==> config.mk <==
export PLATFORM = sky130hd
export DESIGN_NAME = irq_router
export DESIGN_NICKNAME = d
export VERILOG_FILES = /design/src/rtl/irq_router.sv
export SDC_FILE = /design/constraint.sdc
export NUM_CORES = 1
export LEC_CHECK = 0
export CAP_MARGIN = 20
export CORE_ASPECT_RATIO = 1.5
export CORE_MARGIN = 2
export CORE_UTILIZATION = 51
export CTS_CLUSTER_SIZE = 14
export DETAILED_ROUTE_END_ITERATION = 10
export GPL_TIMING_DRIVEN = 0
export PLACE_DENSITY_LB_ADDON = 0.15
export SYNTH_ARGS = -nofsm -noshare
export SYNTH_HDL_FRONTEND = slang
export SYNTH_SLANG_ARGS = --single-unit
export TNS_END_PERCENT = 30
==> constraint.sdc <==
create_clock -name clk -period 2.6 [get_ports clk]
set_input_delay 0.52 -clock clk [delete_from_list [all_inputs] [get_ports clk]]
set_output_delay 0.52 -clock clk [all_outputs]
set_load 0.005 [all_outputs]
==> src/rtl/irq_router.sv <==
// irq_router: routes tile INT/NMI requests to CPU INT/NMI pins via a config table.
// Define IRQ_ROUTER_STATUS_EN to add a read-only status byte after the NMI entries.
module irq_router #(
  parameter int NUM_SLOTS = 3,
  parameter int NUM_CPU_INT = 2,
  parameter int NUM_CPU_NMI = 1,
  parameter int NUM_TILE_INT_CH = 2,
  parameter int CFG_ADDR_WIDTH = 8,
  localparam int SLOT_IDX_WIDTH = (NUM_SLOTS <= 1) ? 1 : $clog2(NUM_SLOTS)
) (
  input  logic                                  clk,
  input  logic                                  rst_n,
  input  logic                                  cfg_clk,
  input  logic [NUM_SLOTS*NUM_TILE_INT_CH-1:0]  tile_int_req,
  input  logic [NUM_SLOTS-1:0]                  tile_nmi_req,
  input  logic                                  irq_ack,
  output logic [NUM_CPU_INT-1:0]                cpu_int,
  output logic [NUM_CPU_NMI-1:0]                cpu_nmi,
  output logic [NUM_SLOTS-1:0]                  slot_ack,
  output logic                                  irq_int_active,
  output logic [SLOT_IDX_WIDTH-1:0]             irq_int_slot,
  input  logic                                  cfg_wr_en,
  input  logic                                  cfg_rd_en,
  input  logic [CFG_ADDR_WIDTH-1:0]             cfg_addr,
  input  logic [7:0]                            cfg_wdata,
  output logic [7:0]                            cfg_rdata
);

  localparam int NUM_INT = NUM_SLOTS * NUM_TILE_INT_CH;
  localparam int NUM_ENT = NUM_INT + NUM_SLOTS;
  localparam int SRC_W = (NUM_ENT <= 1) ? 1 : $clog2(NUM_ENT);

  logic [NUM_ENT-1:0] ent_en;
  logic [3:0]         ent_idx [NUM_ENT];
  logic [NUM_ENT-1:0] elig;

  logic                      act_valid;
  logic                      act_nmi;
  logic [SRC_W-1:0]          act_src;
  logic [SLOT_IDX_WIDTH-1:0] act_slot;
  logic [3:0]                act_idx;

  logic                      pick_valid;
  logic                      pick_nmi;
  logic [SRC_W-1:0]          pick_src;
  logic [SLOT_IDX_WIDTH-1:0] pick_slot;
  logic                      hold;

  logic unused_ok;
  assign unused_ok = ^{cfg_clk, cfg_wdata[6:4]};

  assign elig = {tile_nmi_req, tile_int_req} & ent_en;
  assign hold = act_valid && elig[act_src];

  // Scan low priority first so the last hit (lowest NMI, else lowest INT) wins.
  always_comb begin
    pick_valid = 1'b0;
    pick_nmi   = 1'b0;
    pick_src   = '0;
    pick_slot  = '0;
    for (int i = NUM_INT - 1; i >= 0; i--) begin
      if (elig[i]) begin
        pick_valid = 1'b1;
        pick_nmi   = 1'b0;
        pick_src   = SRC_W'(i);
        pick_slot  = SLOT_IDX_WIDTH'(i / NUM_TILE_INT_CH);
      end
    end
    for (int s = NUM_SLOTS - 1; s >= 0; s--) begin
      if (elig[NUM_INT+s]) begin
        pick_valid = 1'b1;
        pick_nmi   = 1'b1;
        pick_src   = SRC_W'(NUM_INT + s);
        pick_slot  = SLOT_IDX_WIDTH'(s);
      end
    end
  end

  always_ff @(posedge clk) begin
    if (!rst_n) begin
      act_valid <= 1'b0;
      act_nmi   <= 1'b0;
      act_src   <= '0;
      act_slot  <= '0;
      act_idx   <= 4'd0;
    end else if (!hold) begin
      act_valid <= pick_valid;
      act_nmi   <= pick_nmi;
      act_src   <= pick_src;
      act_slot  <= pick_slot;
      act_idx   <= pick_valid ? ent_idx[pick_src] : 4'd0;
    end
  end

  always_ff @(posedge clk) begin
    if (!rst_n) begin
      ent_en <= '0;
      for (int i = 0; i < NUM_ENT; i++) begin
        ent_idx[i] <= 4'd0;
      end
    end else if (cfg_wr_en) begin
      for (int i = 0; i < NUM_ENT; i++) begin
        if (cfg_addr == CFG_ADDR_WIDTH'(i)) begin
          ent_en[i]  <= cfg_wdata[7];
          ent_idx[i] <= cfg_wdata[3:0];
        end
      end
    end
  end

  always_comb begin
    cpu_int = '0;
    cpu_nmi = '0;
    for (int p = 0; p < NUM_CPU_INT; p++) begin
      cpu_int[p] = act_valid && !act_nmi && (act_idx == 4'(p));
    end
    for (int p = 0; p < NUM_CPU_NMI; p++) begin
      cpu_nmi[p] = act_valid && act_nmi && (act_idx == 4'(p));
    end
  end

  always_comb begin
    slot_ack = '0;
    for (int s = 0; s < NUM_SLOTS; s++) begin
      slot_ack[s] = act_valid && irq_ack &&
                    (act_slot == SLOT_IDX_WIDTH'(s));
    end
  end

  assign irq_int_active = act_valid && !act_nmi;
  assign irq_int_slot   = irq_int_active ? act_slot : '0;

  always_comb begin
    cfg_rdata = 8'h00;
    if (cfg_rd_en) begin
      for (int i = 0; i < NUM_ENT; i++) begin
        if (cfg_addr == CFG_ADDR_WIDTH'(i)) begin
          cfg_rdata = {ent_en[i], 3'b000, ent_idx[i]};
        end
      end
`ifdef IRQ_ROUTER_STATUS_EN
      if (cfg_addr == CFG_ADDR_WIDTH'(NUM_ENT)) begin
        cfg_rdata = {act_valid, act_nmi, 2'b00, 4'(act_slot)};
      end
`endif
    end
  end

endmodule

* Yosys cells after proc, flatten, opt, wreduce, memory -nomap -nowiden
Memories as Yosys holds them, arrays and structs flattened. Index checks and enable logic that the tools add are counted. Widths: inputs -> output; s select.
Operators by class: multiplexer cells 90, bitwise gates (word level) 10, $lt $le $gt $ge 1, reduce and logical (&&, ||, !) cells 23, equality and inequality tests 11
Operators by type and width (count):
- $mux 8 | 10
- $mux 4 | 17
- $mux 1 | 50
- $eq 8x3->1 const B | 4
- $mux 2 | 10
- $reduce_and 2->1 | 9
- $eq 8x2->1 const B | 2
- $logic_and 1x1->1 | 10
- $and 9x9->9 | 1
- $or 1x1->1 | 9
- $eq 8x1->1 const B | 1
- $eq 8x4->1 const B | 1
- $logic_not 8->1 | 1
- $mux 3 | 2
- $lt 4x5->1 const B | 1
- $bmux 1 s4 | 1
- $eq 4x1->1 const B | 1
- $logic_not 4->1 | 1
- $eq 2x1->1 const B | 1
- $eq 2x2->1 const B | 1
- $logic_not 2->1 | 1
- $logic_not 1->1 | 1
Word-level totals: memory bits (writable) 36, bits in registers 21, memories 1, input bits 31
Memory list:
- ent_idx | words 9, width 4, rd ports 10, clocked after Yosys merged registers in 0, write ports 9, line 34 | logic [3:0] ent_idx [NUM_ENT];

* Depth between registers and ports, before layout
An unclocked memory read counts as a cell.
word-level depth 12, mapped depth 8

* Worst setup path before layout
OpenSTA, ideal clock, no wires.
kind in2out, from in cfg_addr[0], to out cfg_rdata[7], cell stages on the path 7, required time 2.080 ns, path slack 0.338 ns, arrival time 1.742 ns, cell sequence clkbuf_1 > or2_2 > nor2_1 > and3_1 > clkbuf_1 > a22oi_1 > a21boi_0
Between the ends: cells in the longest elaborated chain, start to end 11, elaborated cells between the ends (all ways) 19, those cells by class eq/ne: 8; mux: 10; reduce/logical: 1
RTL lines:
- start: declaration | line 24 | input logic [CFG_ADDR_WIDTH-1:0] cfg_addr,
- $logic_not 8->1 | line 137 | if (cfg_addr == CFG_ADDR_WIDTH'(i)) begin
- $mux 8 (8 in a row) | line 137
- $mux 8 (*) | line 137
- $mux 8 (*) | line 135 | if (cfg_rd_en) begin
- end: declaration | line 26 | output logic [7:0] cfg_rdata
Every way passes the cells marked *; elsewhere a longest branch is shown, timed or not.

* Worst setup path after layout
from in cfg_addr[5], to out cfg_rdata[0]
Same word-level chain as after synthesis.

==> results by stage <==
Outcome:
- The run finished with clean final reports.

Place:
- The count of buffers added on input and output ports is 36.
- Routability-driven placement finished with a final weighted congestion of ~0.9.
- After detailed placement, the design holds a cell count of 441.
- The HPWL after detailed placement is roughly 6.5 mm.

Floorplan:
- The die extent in x is around 68 um.
- From bottom edge to top edge, the die measures about 100 um.
- The number of core rows is 35.
- The total I/O pin count is 48.
- The core outline area is between 6000 and 7000 sq um.
- The floorplan step defined a die boundary enclosing 6800 sq um.
- The initial utilization of the core area, before any placement, comes to around 52%.

Power and ir drop:
- The analysis attributes to net switching a power of 0.000459 W.
- Power spread over the standard cell area amounts to around 530 nW/um^2.
- The clock network is responsible for a little over two fifths of the overall power.
- The register share of total power is 49.3%.
- VDD sags by at most roughly 0.43 mV.
- The logic gate share of total power is under 10%.
- The fraction of power spent switching nets is 22.4%.
- The analysis attributes to cell leakage a power of 1.43 nW.
- The overall power consumption is ~0.0020 W.
- The internal power consumption is around 0.0016 W.

Synth:
- For this run, the leading register cell type out of synthesis is edfxtp_1.
- Of all flip-flops after synthesis, the portion carrying an async set or reset was 0%.
- The number of synthesized register bits is between 50 and 60.
- The mean instance size in the synthesized netlist is roughly 9.5 sq um.
- The synthesized netlist occupies a cell area of between 3000 and 4000 sq um.
- The fraction of the yosys area taken by sequential cells is a little under half.
- The cell count after synthesis is 329.
- The synthesized netlist contains 56 unique library cells.
- The number of enable-type register cells in the synthesized netlist is 36.
- The Yosys warning count is 0.

Finish:
- The number of antenna diodes in the final layout is 0.
- The final instance count without filler cells is ~460.
- At the end of the flow, the number of nets in the layout was 413.
- The fraction of final layout cells sized beyond drive strength 1 is 14.5%.
- The area growth from synthesis to layout is 23.3%.

Detailed routing:
- The total wirelength of the detailed-routed design is about 8.4 mm.
- The total via count in the routed design is 2762.
- The detail route stage leaves a number of antenna-violating nets equal to 0.
- Dividing the detail-routed wire length by the instance count gives roughly 18 um.
- The number of vias per cell is about 6.
- The number of remaining DRC errors is 0.
- The number of design-rule violations left by the first detailed-router iteration is roughly 310.
- The number of iterations in the first detailed-routing pass is 5.

Worst setup path:
- The data arrival time at the worst-slack endpoint is around 2.0 ns.
- STA classifies the critical path startpoint as an input port.
- The category of the critical setup timing path is input port to primary output.
- STA classifies the critical path endpoint as a primary output.
- STA puts the critical path data required time at approximately 2.1 ns.
- Along the worst path, the maximum fanout reaches 4.

GRT:
- The initial antenna violation count came to 0.
- The via count of the first global-routing pass was 2742.
- Global routing consumed, over all layers together, 26.9% of the routing resources.
- The wire length of the first global-routing pass is approximately 13 mm.
- Entering global routing, the biggest net connects 11 pins.
- The leftover overflow at the end of global routing is 0.

Clock tree:
- The clock input transition at the sequential cells of the worst setup and hold paths is approximately 0.070 ns.
- The H-tree was split into 3 levels.
- The TritonCTS clock tree is built.
- The clock passes through at most 2 buffers.
- The TritonCTS buffer count is 9.
- The root buffer cell chosen for the clock tree is clkbuf_8.
- Counting every sink on the clock net gives 57.
- Clock latency on the worst-skew pair, taken at its later pin, is about 0.34 ns.

Timing:
- The final clock skew is around 0.0092 ns.
- The fmax is about 0.40 GHz.
- Setup repair after global routing left no endpoint under its margin.
- The number of max-slew violations in the final report is 0.
- The post-layout minimum cycle time is around 2.5 ns.
- At the pin with the least slew margin, the transition time is between 0.7 and 0.8 ns.
- The worst slew margin relative to its limit is between 40% and 50%.
- The number of hold violations in the final report is 0.
- The total setup violations reported at the end of the flow is 0.
- Dividing the final minimum period by the clock period gives 97.0%.

Job:
- Across the run, the number of max-cap violations was 0.

Hold path:
- The path class of the tightest hold or removal check is register to register.
-- final timing paths --
path                          startpoint                       to  slack [ns]  depth (start not counted)
setup / recovery             cfg_addr[5]             cfg_rdata[0]        0.08                          8
hold / removal    ent_en[6]$_SDFFE_PN0N_   ent_en[6]$_SDFFE_PN0N_        0.51                          2
setup reg to reg  ent_en[8]$_SDFFE_PN0P_  act_idx[1]$_SDFFE_PN0N_        0.48                          7
hold reg to reg   ent_en[6]$_SDFFE_PN0N_   ent_en[6]$_SDFFE_PN0N_        0.51                          2
-- critical path: stages --
cell and delay (ns):
dlygate4sd2_1 0.25, nor4_4 0.29, nor3b_4 0.27, and3_4 0.21, buf_4 0.11, a22o_1 0.11, a22o_1 0.13, buf_2 0.11
-- per-layer routing --
| metal | vias to the layer above | GRT usage [%] | routed length (um) |
|---|---|---|---|
| met5 | - | 0 | 0 |
| met4 | 0 | 16.9 | 323 |
| met3 | 22 | 3.14 | 353 |
| met2 | 75 | 46.4 | 4430 |
| met1 | 1326 | 30.6 | 3280 |
| li1 | 1339 | - | - |
-- synth_stat cells, drive strengths merged (6+ instances only) --
| cell | number | share of area [%] |
|---|---|---|
| nand2 | 44 | 5.3 |
| edfxtp | 36 | 34 |
| nor2 | 29 | 3.5 |
| o21ai | 26 | 4.1 |
| a21oi | 24 | 3.8 |
| dfxtp | 21 | 13 |
| clkbuf | 15 | 1.8 |
| inv | 11 | 1.3 |
| nand3 | 10 | 1.6 |
| and2 | 9 | 1.8 |
| o22ai | 8 | 1.6 |
| o211ai | 7 | 1.8 |
| a22o | 6 | 1.7 |
| and3 | 6 | 1.2 |
| buf | 6 | 1.4 |
| nor3b | 6 | 2.1 |
-- sequential cells by signal, indices dropped and copies added (netlist names) --
register   flops
act_idx        4
act_src        4
ent_idx       36
act_slot       2
act_valid      1
act_nmi        1
ent_en         9
-- cell families (layout without fill, tap and decap cells) --
family | count (synthesis) | after routing | share of synthesized area (%)
simple gates | 125 | 125 | 19.9
compound gates | 106 | 106 | 23.6
flops | 57 | 57 | 47.9
buf+inv | 33 | 89 | 4.63
mux | 7 | 7 | 3.87
other cells | 1 | 3 | 0.120
-- through the flow --
step	setup TNS (ns)	hold WS, ns	setup slack, ns	area, sq um	utilization (%)
2_1_floorplan	0	0.446	0.338	3140	-
3_3_place_gp	-14.79	0.488	-0.825	3600	59.5
3_5_place_dp	-17.55	0.487	-0.887	3600	59.5
4_1_cts	-0.114	0.501	-0.114	3870	64.1
5_1_grt	0	0.529	0.00197	3860	64.0
6_report	0	0.505	0.0783	3860	64.0
-- layout make-up --
type | instances | area (sq um)
Buffer | 20 | 105
Inverter | 12 | 45.0
Multi-Input combinational cell | 241 | 1540
Fill cell | 526 | 2180
Tap cell | 74 | 92.6
Clock buffer | 9 | 124
Clock inverter | 7 | 83.8
Timing Repair Buffer | 41 | 378
Sequential cell | 57 | 1500
-- power groups by stage --
stage	combinational (W)	sequential (W)	clock [W]
floorplan	0.0000840	0.00102	0
global placement	0.000150	0.00103	0
detailed placement	0.000151	0.00103	0
CTS	0.000156	0.00101	0.000889
global route	0.000171	0.00101	0.000926
finish	0.000157	0.00101	0.000881
-- what timing repair did --
action,CTS,global route
hold buffers,0,0
setup endpoints to repair,33,7
gates resized for setup,32,7
setup buffers,4,1
pin swaps,2,4
-- cells in the final DEF, fill, tap and decap left out, types with 3 or more instances in the layout --
cell	instances
dlygate4sd2_1	5
and3_1	4
edfxtp_1	36
buf_4	7
clkdlybuf4s50_1	25
clkbuf_1	9
nor3_1	3
clkbuf_2	7
a311oi_1	3
a22oi_1	4
o32a_1	3
dfxtp_1	21
o41ai_2	3
nor2_1	29
o22ai_1	8
mux4_2	4
and2_1	9
a22o_1	6
clkbuf_8	9
nand2_1	44
inv_1	10
conb_1	3
nand3b_1	3
nand3_1	10
nor3b_1	3
nor4_1	3
clkinv_1	5
o211ai_1	6
buf_2	3
o21ba_2	3
a21oi_1	23
o21ai_0	26
(Power assumes the default switching activity.)
